## config.mk

```make
export PLATFORM = sky130hd
export DESIGN_NAME = accel_phase_sequencer
export DESIGN_NICKNAME = d
export VERILOG_FILES = /design/src/rtl/accel_phase_sequencer.sv
export SDC_FILE = /design/constraint.sdc
export NUM_CORES = 1
export LEC_CHECK = 0
export ABC_AREA = 1
export ABC_CLOCK_PERIOD_IN_PS = 2170
export CORE_MARGIN = 1.5
export CORE_UTILIZATION = 49
export DETAILED_ROUTE_END_ITERATION = 10
export PLACE_DENSITY = 0.81
export SETUP_SLACK_MARGIN = 0.4
export SLEW_MARGIN = 25
export SYNTH_ARGS = -nofsm -noshare
export SYNTH_HDL_FRONTEND = slang
export SYNTH_SLANG_ARGS = --single-unit
```

## constraint.sdc

```tcl
create_clock -name clk -period 2.17 [get_ports clk]
set_input_delay 0.3255 -clock clk [delete_from_list [all_inputs] [get_ports clk]]
set_output_delay 0.3255 -clock clk [all_outputs]
set_load 0.02 [all_outputs]
```

## src/rtl/accel_phase_sequencer.sv

```systemverilog
// Descriptor-driven run sequencer. It steps through NUM_PHASES phases, and
// each phase is READ, WRITE, COMPUTE or SKIP. The sequencer launches the AGU
// or the compute unit for each phase and forwards AGU addresses to the memory
// channel. It supports abort and a per-phase timeout, reports an error code,
// and counts the busy cycles of each run.
module accel_phase_sequencer #(
    parameter int NUM_PHASES = 4,
    parameter int ADDR_WIDTH = 32,
    parameter int LEN_WIDTH  = 16,
    parameter int BANK_WIDTH = 5,
    parameter int TO_WIDTH   = 20,
    parameter int PHW        = $clog2(NUM_PHASES)
) (
    input  logic                             clk,
    input  logic                             rst_n,
    input  logic                             start,
    input  logic                             abort,
    input  logic [2*NUM_PHASES-1:0]          phase_kind,
    input  logic [ADDR_WIDTH*NUM_PHASES-1:0] phase_base,
    input  logic [LEN_WIDTH*NUM_PHASES-1:0]  phase_len,
    input  logic [BANK_WIDTH*NUM_PHASES-1:0] phase_bank,
    input  logic [TO_WIDTH-1:0]              timeout_limit,
    output logic                             agu_start,
    output logic [ADDR_WIDTH-1:0]            agu_base,
    output logic [LEN_WIDTH-1:0]             agu_length,
    input  logic                             agu_done,
    input  logic [ADDR_WIDTH-1:0]            agu_addr,
    input  logic                             agu_addr_valid,
    output logic                             agu_addr_ready,
    output logic [ADDR_WIDTH-1:0]            mem_addr,
    output logic [BANK_WIDTH-1:0]            mem_bank,
    output logic                             mem_re,
    output logic                             mem_we,
    output logic                             compute_start,
    input  logic                             compute_done,
    input  logic [7:0]                       compute_error,
    output logic                             busy,
    output logic                             done,
    output logic                             error,
    output logic [1:0]                       err_code,
    output logic [PHW-1:0]                   cur_phase,
    output logic [31:0]                      run_cycles
);

    typedef enum logic [2:0] {
        S_IDLE, S_LAUNCH, S_RUN, S_ADVANCE, S_DONE, S_ERROR
    } state_t;

    localparam logic [1:0] K_READ    = 2'd0;
    localparam logic [1:0] K_WRITE   = 2'd1;
    localparam logic [1:0] K_COMPUTE = 2'd2;
    localparam logic [1:0] K_SKIP    = 2'd3;

    state_t state, state_nx;
    logic   start_q;
    logic   launch;

    // Shadow copy of the descriptors, frozen for the whole run
    logic [2*NUM_PHASES-1:0]          sh_kind;
    logic [ADDR_WIDTH*NUM_PHASES-1:0] sh_base;
    logic [LEN_WIDTH*NUM_PHASES-1:0]  sh_len;
    logic [BANK_WIDTH*NUM_PHASES-1:0] sh_bank;

    logic [PHW-1:0]        ph_idx;
    logic [TO_WIDTH-1:0]   to_cnt;
    logic [1:0]            err_q, err_nx;
    logic [31:0]           run_cnt;

    logic [1:0]            cur_kind;
    logic [ADDR_WIDTH-1:0] cur_base;
    logic [LEN_WIDTH-1:0]  cur_len;
    logic [BANK_WIDTH-1:0] cur_bank;
    logic                  is_mem, is_empty, is_last, ph_done, to_hit;

    assign launch   = start & ~start_q;
    assign cur_kind = sh_kind[ph_idx*2 +: 2];
    assign cur_base = sh_base[ph_idx*ADDR_WIDTH +: ADDR_WIDTH];
    assign cur_len  = sh_len[ph_idx*LEN_WIDTH +: LEN_WIDTH];
    assign cur_bank = sh_bank[ph_idx*BANK_WIDTH +: BANK_WIDTH];

    assign is_mem   = (cur_kind == K_READ) || (cur_kind == K_WRITE);
    assign is_empty = (cur_kind == K_SKIP) || (is_mem && (cur_len == '0));
    assign is_last  = (ph_idx == PHW'(NUM_PHASES - 1));
    assign ph_done  = is_mem ? agu_done : ((cur_kind == K_COMPUTE) && compute_done);
    assign to_hit   = (timeout_limit != '0) &&
                      (to_cnt == timeout_limit - TO_WIDTH'(1)) && !ph_done;

    assign err_code   = err_q;
    assign cur_phase  = ph_idx;
    assign run_cycles = run_cnt;

    // State register; start_q resets high so a start held through reset is not an edge
    always_ff @(posedge clk or negedge rst_n) begin
        if (!rst_n) begin
            state   <= S_IDLE;
            start_q <= 1'b1;
        end else begin
            state   <= state_nx;
            start_q <= start;
        end
    end

    // Next state and all strobes/outputs; abort beats phase completion, which beats timeout
    always_comb begin
        state_nx       = state;
        err_nx         = err_q;
        agu_start      = 1'b0;
        compute_start  = 1'b0;
        agu_base       = '0;
        agu_length     = '0;
        agu_addr_ready = 1'b0;
        mem_addr       = '0;
        mem_bank       = '0;
        mem_re         = 1'b0;
        mem_we         = 1'b0;
        busy           = 1'b0;
        done           = 1'b0;
        error          = 1'b0;
        case (state)
            S_IDLE: begin
                if (launch) state_nx = S_LAUNCH;
            end
            S_LAUNCH: begin
                busy       = 1'b1;
                agu_base   = cur_base;
                agu_length = cur_len;
                if (abort) begin
                    state_nx = S_ERROR;
                    err_nx   = 2'd3;
                end else if (is_empty) begin
                    state_nx = S_ADVANCE;
                end else begin
                    // a non-empty, non-memory phase can only be COMPUTE
                    agu_start     = is_mem;
                    compute_start = !is_mem;
                    state_nx      = S_RUN;
                end
            end
            S_RUN: begin
                busy       = 1'b1;
                agu_base   = cur_base;
                agu_length = cur_len;
                if (is_mem) begin
                    agu_addr_ready = 1'b1;
                    mem_addr       = agu_addr;
                    mem_bank       = cur_bank;
                    mem_re         = agu_addr_valid && (cur_kind == K_READ);
                    mem_we         = agu_addr_valid && (cur_kind == K_WRITE);
                end
                if (abort) begin
                    state_nx = S_ERROR;
                    err_nx   = 2'd3;
                end else if (ph_done) begin
                    if (!is_mem && (compute_error != 8'd0)) begin
                        state_nx = S_ERROR;
                        err_nx   = 2'd1;
                    end else begin
                        state_nx = S_ADVANCE;
                    end
                end else if (to_hit) begin
                    state_nx = S_ERROR;
                    err_nx   = 2'd2;
                end
            end
            S_ADVANCE: begin
                busy = 1'b1;
                if (abort) begin
                    state_nx = S_ERROR;
                    err_nx   = 2'd3;
                end else if (is_last) begin
                    state_nx = S_DONE;
                end else begin
                    state_nx = S_LAUNCH;
                end
            end
            S_DONE: begin
                done = 1'b1;
                if (!start) state_nx = S_IDLE;
            end
            S_ERROR: begin
                error = 1'b1;
                if (!start) state_nx = S_IDLE;
            end
            default: state_nx = S_IDLE;
        endcase
    end

    // Run datapath: descriptor capture, phase index, timeout and busy-cycle counters
    always_ff @(posedge clk or negedge rst_n) begin
        if (!rst_n) begin
            sh_kind <= '0;
            sh_base <= '0;
            sh_len  <= '0;
            sh_bank <= '0;
            ph_idx  <= '0;
            to_cnt  <= '0;
            err_q   <= 2'd0;
            run_cnt <= 32'd0;
        end else begin
            err_q <= err_nx;
            if (state == S_IDLE && launch) begin
                sh_kind <= phase_kind;
                sh_base <= phase_base;
                sh_len  <= phase_len;
                sh_bank <= phase_bank;
                ph_idx  <= '0;
                run_cnt <= 32'd0;
                err_q   <= 2'd0;
            end else if (busy && run_cnt != 32'hFFFF_FFFF) begin
                run_cnt <= run_cnt + 32'd1;
            end
            if (state == S_ADVANCE && state_nx == S_LAUNCH) ph_idx <= ph_idx + PHW'(1);
            if (state == S_LAUNCH)   to_cnt <= '0;
            else if (state == S_RUN) to_cnt <= to_cnt + TO_WIDTH'(1);
        end
    end

endmodule

```

### After elaboration in Yosys (flattened, before gate mapping)

Cells that the tools add are included.

* register bits after elaboration: 280
* logic and storage cells: 110
* input port bits: 287
* output and inout bits: 129

* shift operators: 4
* equal/unequal tests: 15
* reduce and logical (&&, ||, !) cells: 28
* bitwise operators: 2
* muxes and demuxes: 46
* $add $sub $neg: 4
* multiply operators: 1

Operators with widths (count)
* $mux 32: 5
* $shiftx 128x8->32: 1
* $shiftx 64x7->16: 1
* $mux 20: 2
* $add 32x1->32 const B: 1
* $ne 32x32->1 const B: 1
* $mux 3: 9
* $add 20x1->20 const B: 1
* $eq 20x20->1: 1
* $reduce_bool 20->1: 1
* $shiftx 20x6->5: 1
* $sub 20x1->20 const B: 1
* $mux 1: 17
* $logic_not 16->1: 1
* $mux 16: 1
* $mux 2: 8
* $pmux 3 s5: 1
* $logic_and 1x1->1: 10
* $mux 5: 2
* $ne 5x5->1 const B: 2
* $reduce_bool 8->1: 1
* $shiftx 8x4->2: 1
* $eq 2x2->1 const B: 3
* $eq 3x1->1 const B: 2
* 18 further kinds: 26

### Longest topological paths before layout

* word-level depth: 13
* gate-level depth with buffers: 20
* mapped depth without buffers: 20

### Worst setup path before layout

OpenSTA, ideal clock, no wires.

* path kind: flip-flop to output port
* start point: register ph_idx[0], in the netlist cur_phase[0]
* end point: output agu_start
* data arrival time: 2.033 ns
* cell stages (with the launch flop): 10
* setup slack: -0.188 ns
* buffers on the path: 2
* path through: dfrtp_1 > inv_1 > buf_2 > clkbuf_1 > nand2_1 > a32o_1 > nand4_1 > nor2_1 > and2_1 > nor3_1

* cells in the longest elaborated chain, start to end: 8

Ends and longest elaborated chain
* from (decl): RTL line 64 `logic [PHW-1:0] ph_idx;`
* from (signal assigned): RTL line 212 `if (state == S_ADVANCE && state_nx == S_LAUNCH) ph_idx <= ph_idx + PHW'(1);`
* parallel branches: the longest is 5 deep, another holds $shiftx 64x7->16
* $mux 1 *: RTL line 130 `end else if (is_empty) begin`
* $mux 1 *: RTL line 127 `if (abort) begin`
* $mux 1 *: RTL line 119 `case (state)`
* to (decl): RTL line 23 `output logic agu_start,`

Mark *: on every way between the ends.

### Worst setup path after layout

Ends and elaborated chain as after synthesis.

==> summary.txt <==
STA
  • Worst-margin pin slew: approximately 650 ps
  • RSZ-0062 raised after global routing: true
  • Final setup fails: 104
  • Setup Skew: 25.6 ps
  • Tmin final: 3180 ps
  • Worst hold slack: approximately 260 ps
  • Final Max Tran Viols: 0
  • Relative slew slack: a little under three fifths
  • Final Hold Fails: 0
  • Maximum clock rate: 315 MHz
  • Post-route clock period utilization: 146%
  • Min setup slack post-route: -1010 ps

Clocking
  • Clock root buffer: clkbuf_16
  • Num CTS Buffers: 30
  • Htree depth: 1
  • Clk sink count: 280
  • Clock Path Buffers: 3
  • Clk slew on worst S/H paths: 60 ps
  • Worst-Skew Late Latency: 590 ps
  • CTS tree: built

Critical path
  • FF-to-FF Start: cur_phase[0]$_DFFE_PN0P_
  • Highest-delay cell along the critical path: dfrtp_4
  • Flop-to-flop setup slack: -630 ps
  • Crit path DAT: between 2000 and 3000 ps
  • Setup Crit Path Kind: reg -> out
  • Crit path max-delay family: simple AND/OR/NAND/NOR gates
  • Buf/Inv on CP: 3
  • Worst reg2reg endpoint: err_code[1]$_DFFE_PN0P_
  • Max incr delay on CP: between 500 and 600 ps
  • Startpoint class of the critical path: register
  • Reg2Reg Depth: 20
  • Maximum fanout along the worst path: 22
  • CP endpoint kind: output pin
  • Cell chain of the critical path: buf_6 > buf_12 > nor2_1 > o22a_2 > nand4_1 > nor2_1 > and2_4 > nor3_4 > buf_6
  • Required @ worst endpoint: 1840 ps

Yosys
  • Netlist cell types: 50
  • Mean post-synth cell area: slightly above 7 sq um
  • Ys flop type: dfrtp_1
  • Syn Inst Count: 2097
  • Synth async-reset ratio: 100%
  • Post-Syn Area: about 15000 sq um
  • Top-count cell post-synth: nand2_1
  • Synth Register Bits: 280
  • Commonest cells post-synth: nand2_1 (916), dfrtp_1 (279), nor2_1 (253)
  • Synth area leaders: dfrtp_1 (47%), nand2_1 (23%), nor2_1 (6.4%), o21ai_0 (4.1%), inv_1 (3.3%)
  • Top cell type's share of synthesized area: a little under half
  • Synth warnings: 0
  • Number of synthesized flops with an enable pin: 0
  • Register area share after synthesis: 46.9%
  • Cell taking the most area after synthesis: dfrtp_1
  • Syn_nets: 2389

Outcome
  • Violated checks: negative setup slack
  • Run status: finished, violations left

Placement
  • Final HPWL DP: 36.2 mm
  • Port bufs: slightly above 400
  • RePlAce Congestion: ~0.93

Route
  • Routed met1 length: ~24 mm
  • Antenna-violating nets left: 0
  • DR top layer: met5
  • DRC violations left: 0
  • Drt total wl: around 70 mm
  • Vias per cell: 5.90
  • DRT iter0 DRCs: between 2k and 2.5k
  • Drt pass-1 iters: 7
  • DR vias: 18.6k
  • Met3 routed WL: 7.98 mm
  • Met2 wire len: 32.6 mm
  • Post-DR wirelength/cell: ~22 um

Floorplanning
  • Core Footprint: about 30000 sq um
  • Row count: 63
  • Io pins: around 420
  • Die footprint: between 30000 and 40000 sq um
  • Die Ht: roughly 180 um
  • Initial Utilization: between 50% and 60%
  • Die X: ~180 um

Flow run
  • Max-cap violations: 0

Pwr
  • Peak supply drop: 1.00 mV
  • Pwr Total: 32.5 mW
  • Leak Pwr: 12.6 nW
  • Power per cell area: 1260 nW/um^2

Global routing
  • Initial antenna violation count: 8
  • Vias in the first global route: roughly 17k
  • Largest net degree at the start of global routing: 76
  • Gr usage total: 33.9%
  • Global-route wire length before repair: around 85 mm
  • Total gr overflow: 0

Min path
  • HP Class: in -> async

Final layout
  • Share of cells above drive strength 1: 31.5%
  • Area delta synth->final: 73.2%
  • Final Net Count: 3035
-- power breakdown --
part,switching [mW],total (mW),internal (mW)
registers,1.90,9.27,7.37
logic,9.71,18.0,8.24
clock network,2.23,5.28,3.05
-- sequential cells by signal, summed over array words and instances (netlist names) --
signal,count
sh_bank,20
to_cnt,20
cur_phase,2
state,3
sh_kind,8
run_cycles,32
err_code,2
start_q,1
sh_len,64
sh_base,128
-- logic make-up (layout without fill, tap and decap cells) --
logic type	Yosys count	in the layout	synth area share, %
xor gates and xnor gates	36	36	2.11
AOI/OAI and AO/OA	238	238	9.36
other	0	5	0
DFF	280	280	46.9
adders and majority gates	5	5	0.418
buffers and inverters	241	907	6.39
and+or+nand+nor	1297	1297	34.9
-- timing repair --
item	in CTS	in global routing
hold buffers	1	0
buffers inserted	91	68
resized for setup	803	423
cloned	12	25
pin swaps	55	157
endpoints found under the hold margin	49	0
setup endpoints to repair	389	372
-- through the flow --
| stage | util, % | TNS, ps | setup WS [ps] | area (sq um) | instances |
|---|---|---|---|---|---|
| 3_5_place_dp | 69.2 | -13090 | -502 | 20600 | 2904 |
| 2_1_floorplan | - | 0 | 175 | 15500 | 2097 |
| 5_1_grt | 86.9 | -53050 | -931 | 25900 | 3153 |
| 4_1_cts | 78.3 | -26200 | -509 | 23300 | 3060 |
| 6_report | 86.9 | -46590 | -1010 | 25900 | 3158 |
| 3_3_place_gp | 69.2 | -11280 | -417 | 20600 | 2904 |
-- per-layer routing --
metal  track usage, %  vias to the layer above
li1                 -                     7914
met1             42.5                     8832
met2             57.0                     1443
met3             6.15                      434
met4             15.4                        6
met5                0                        -
-- how the worst max path moves through the flow --
stage / start / to / slack (ps) / cells after the start
global placement: timeout_limit[0] / err_code[1]$_DFFE_PN0P_ / -420 / 19
detailed placement: timeout_limit[0] / err_code[1]$_DFFE_PN0P_ / -500 / 19
finish: cur_phase[0]$_DFFE_PN0P_ / agu_start / -1010 / 9
floorplan: cur_phase[0]$_DFFE_PN0P_ / mem_bank[0] / 180 / 8
global route: cur_phase[0]$_DFFE_PN0P_ / agu_start / -930 / 9
CTS: cur_phase[0]$_DFFE_PN0P_ / agu_start / -510 / 9
-- area by class of cell --
type	instances	area, sq um
Multi-Input combinational cell	1576	8810
Timing Repair Buffer	719	7970
Sequential cell	280	7030
Fill cell	1516	3900
Clock buffer	45	887
Inverter	135	576
Tap cell	390	488
Clock inverter	7	113
Antenna cell	5	12.5
Timing Repair inverter	1	11.3
-- placed cells by master (no fill, tap or decap), types with 11 or more instances in the layout --
master and count:
o21ai_1 43, o31ai_4 11, nor2_1 161, clkbuf_16 45, inv_2 46, clkdlybuf4s50_1 285
nand4_1 16, nand2_2 71, dlygate4sd2_1 34, dfrtp_2 17, o22ai_1 31, xnor2_1 19
buf_4 155, nor2_2 43, nor3_1 22, buf_16 17, xor2_1 17, buf_8 15
nand3_1 31, buf_6 156, a21oi_1 18, buf_12 41, o21ai_0 43, dfrtp_1 261
o21ai_2 39, nand2_1 796, inv_1 76, nand2_4 54, nor2_4 58
(Power assumes the default switching activity.)
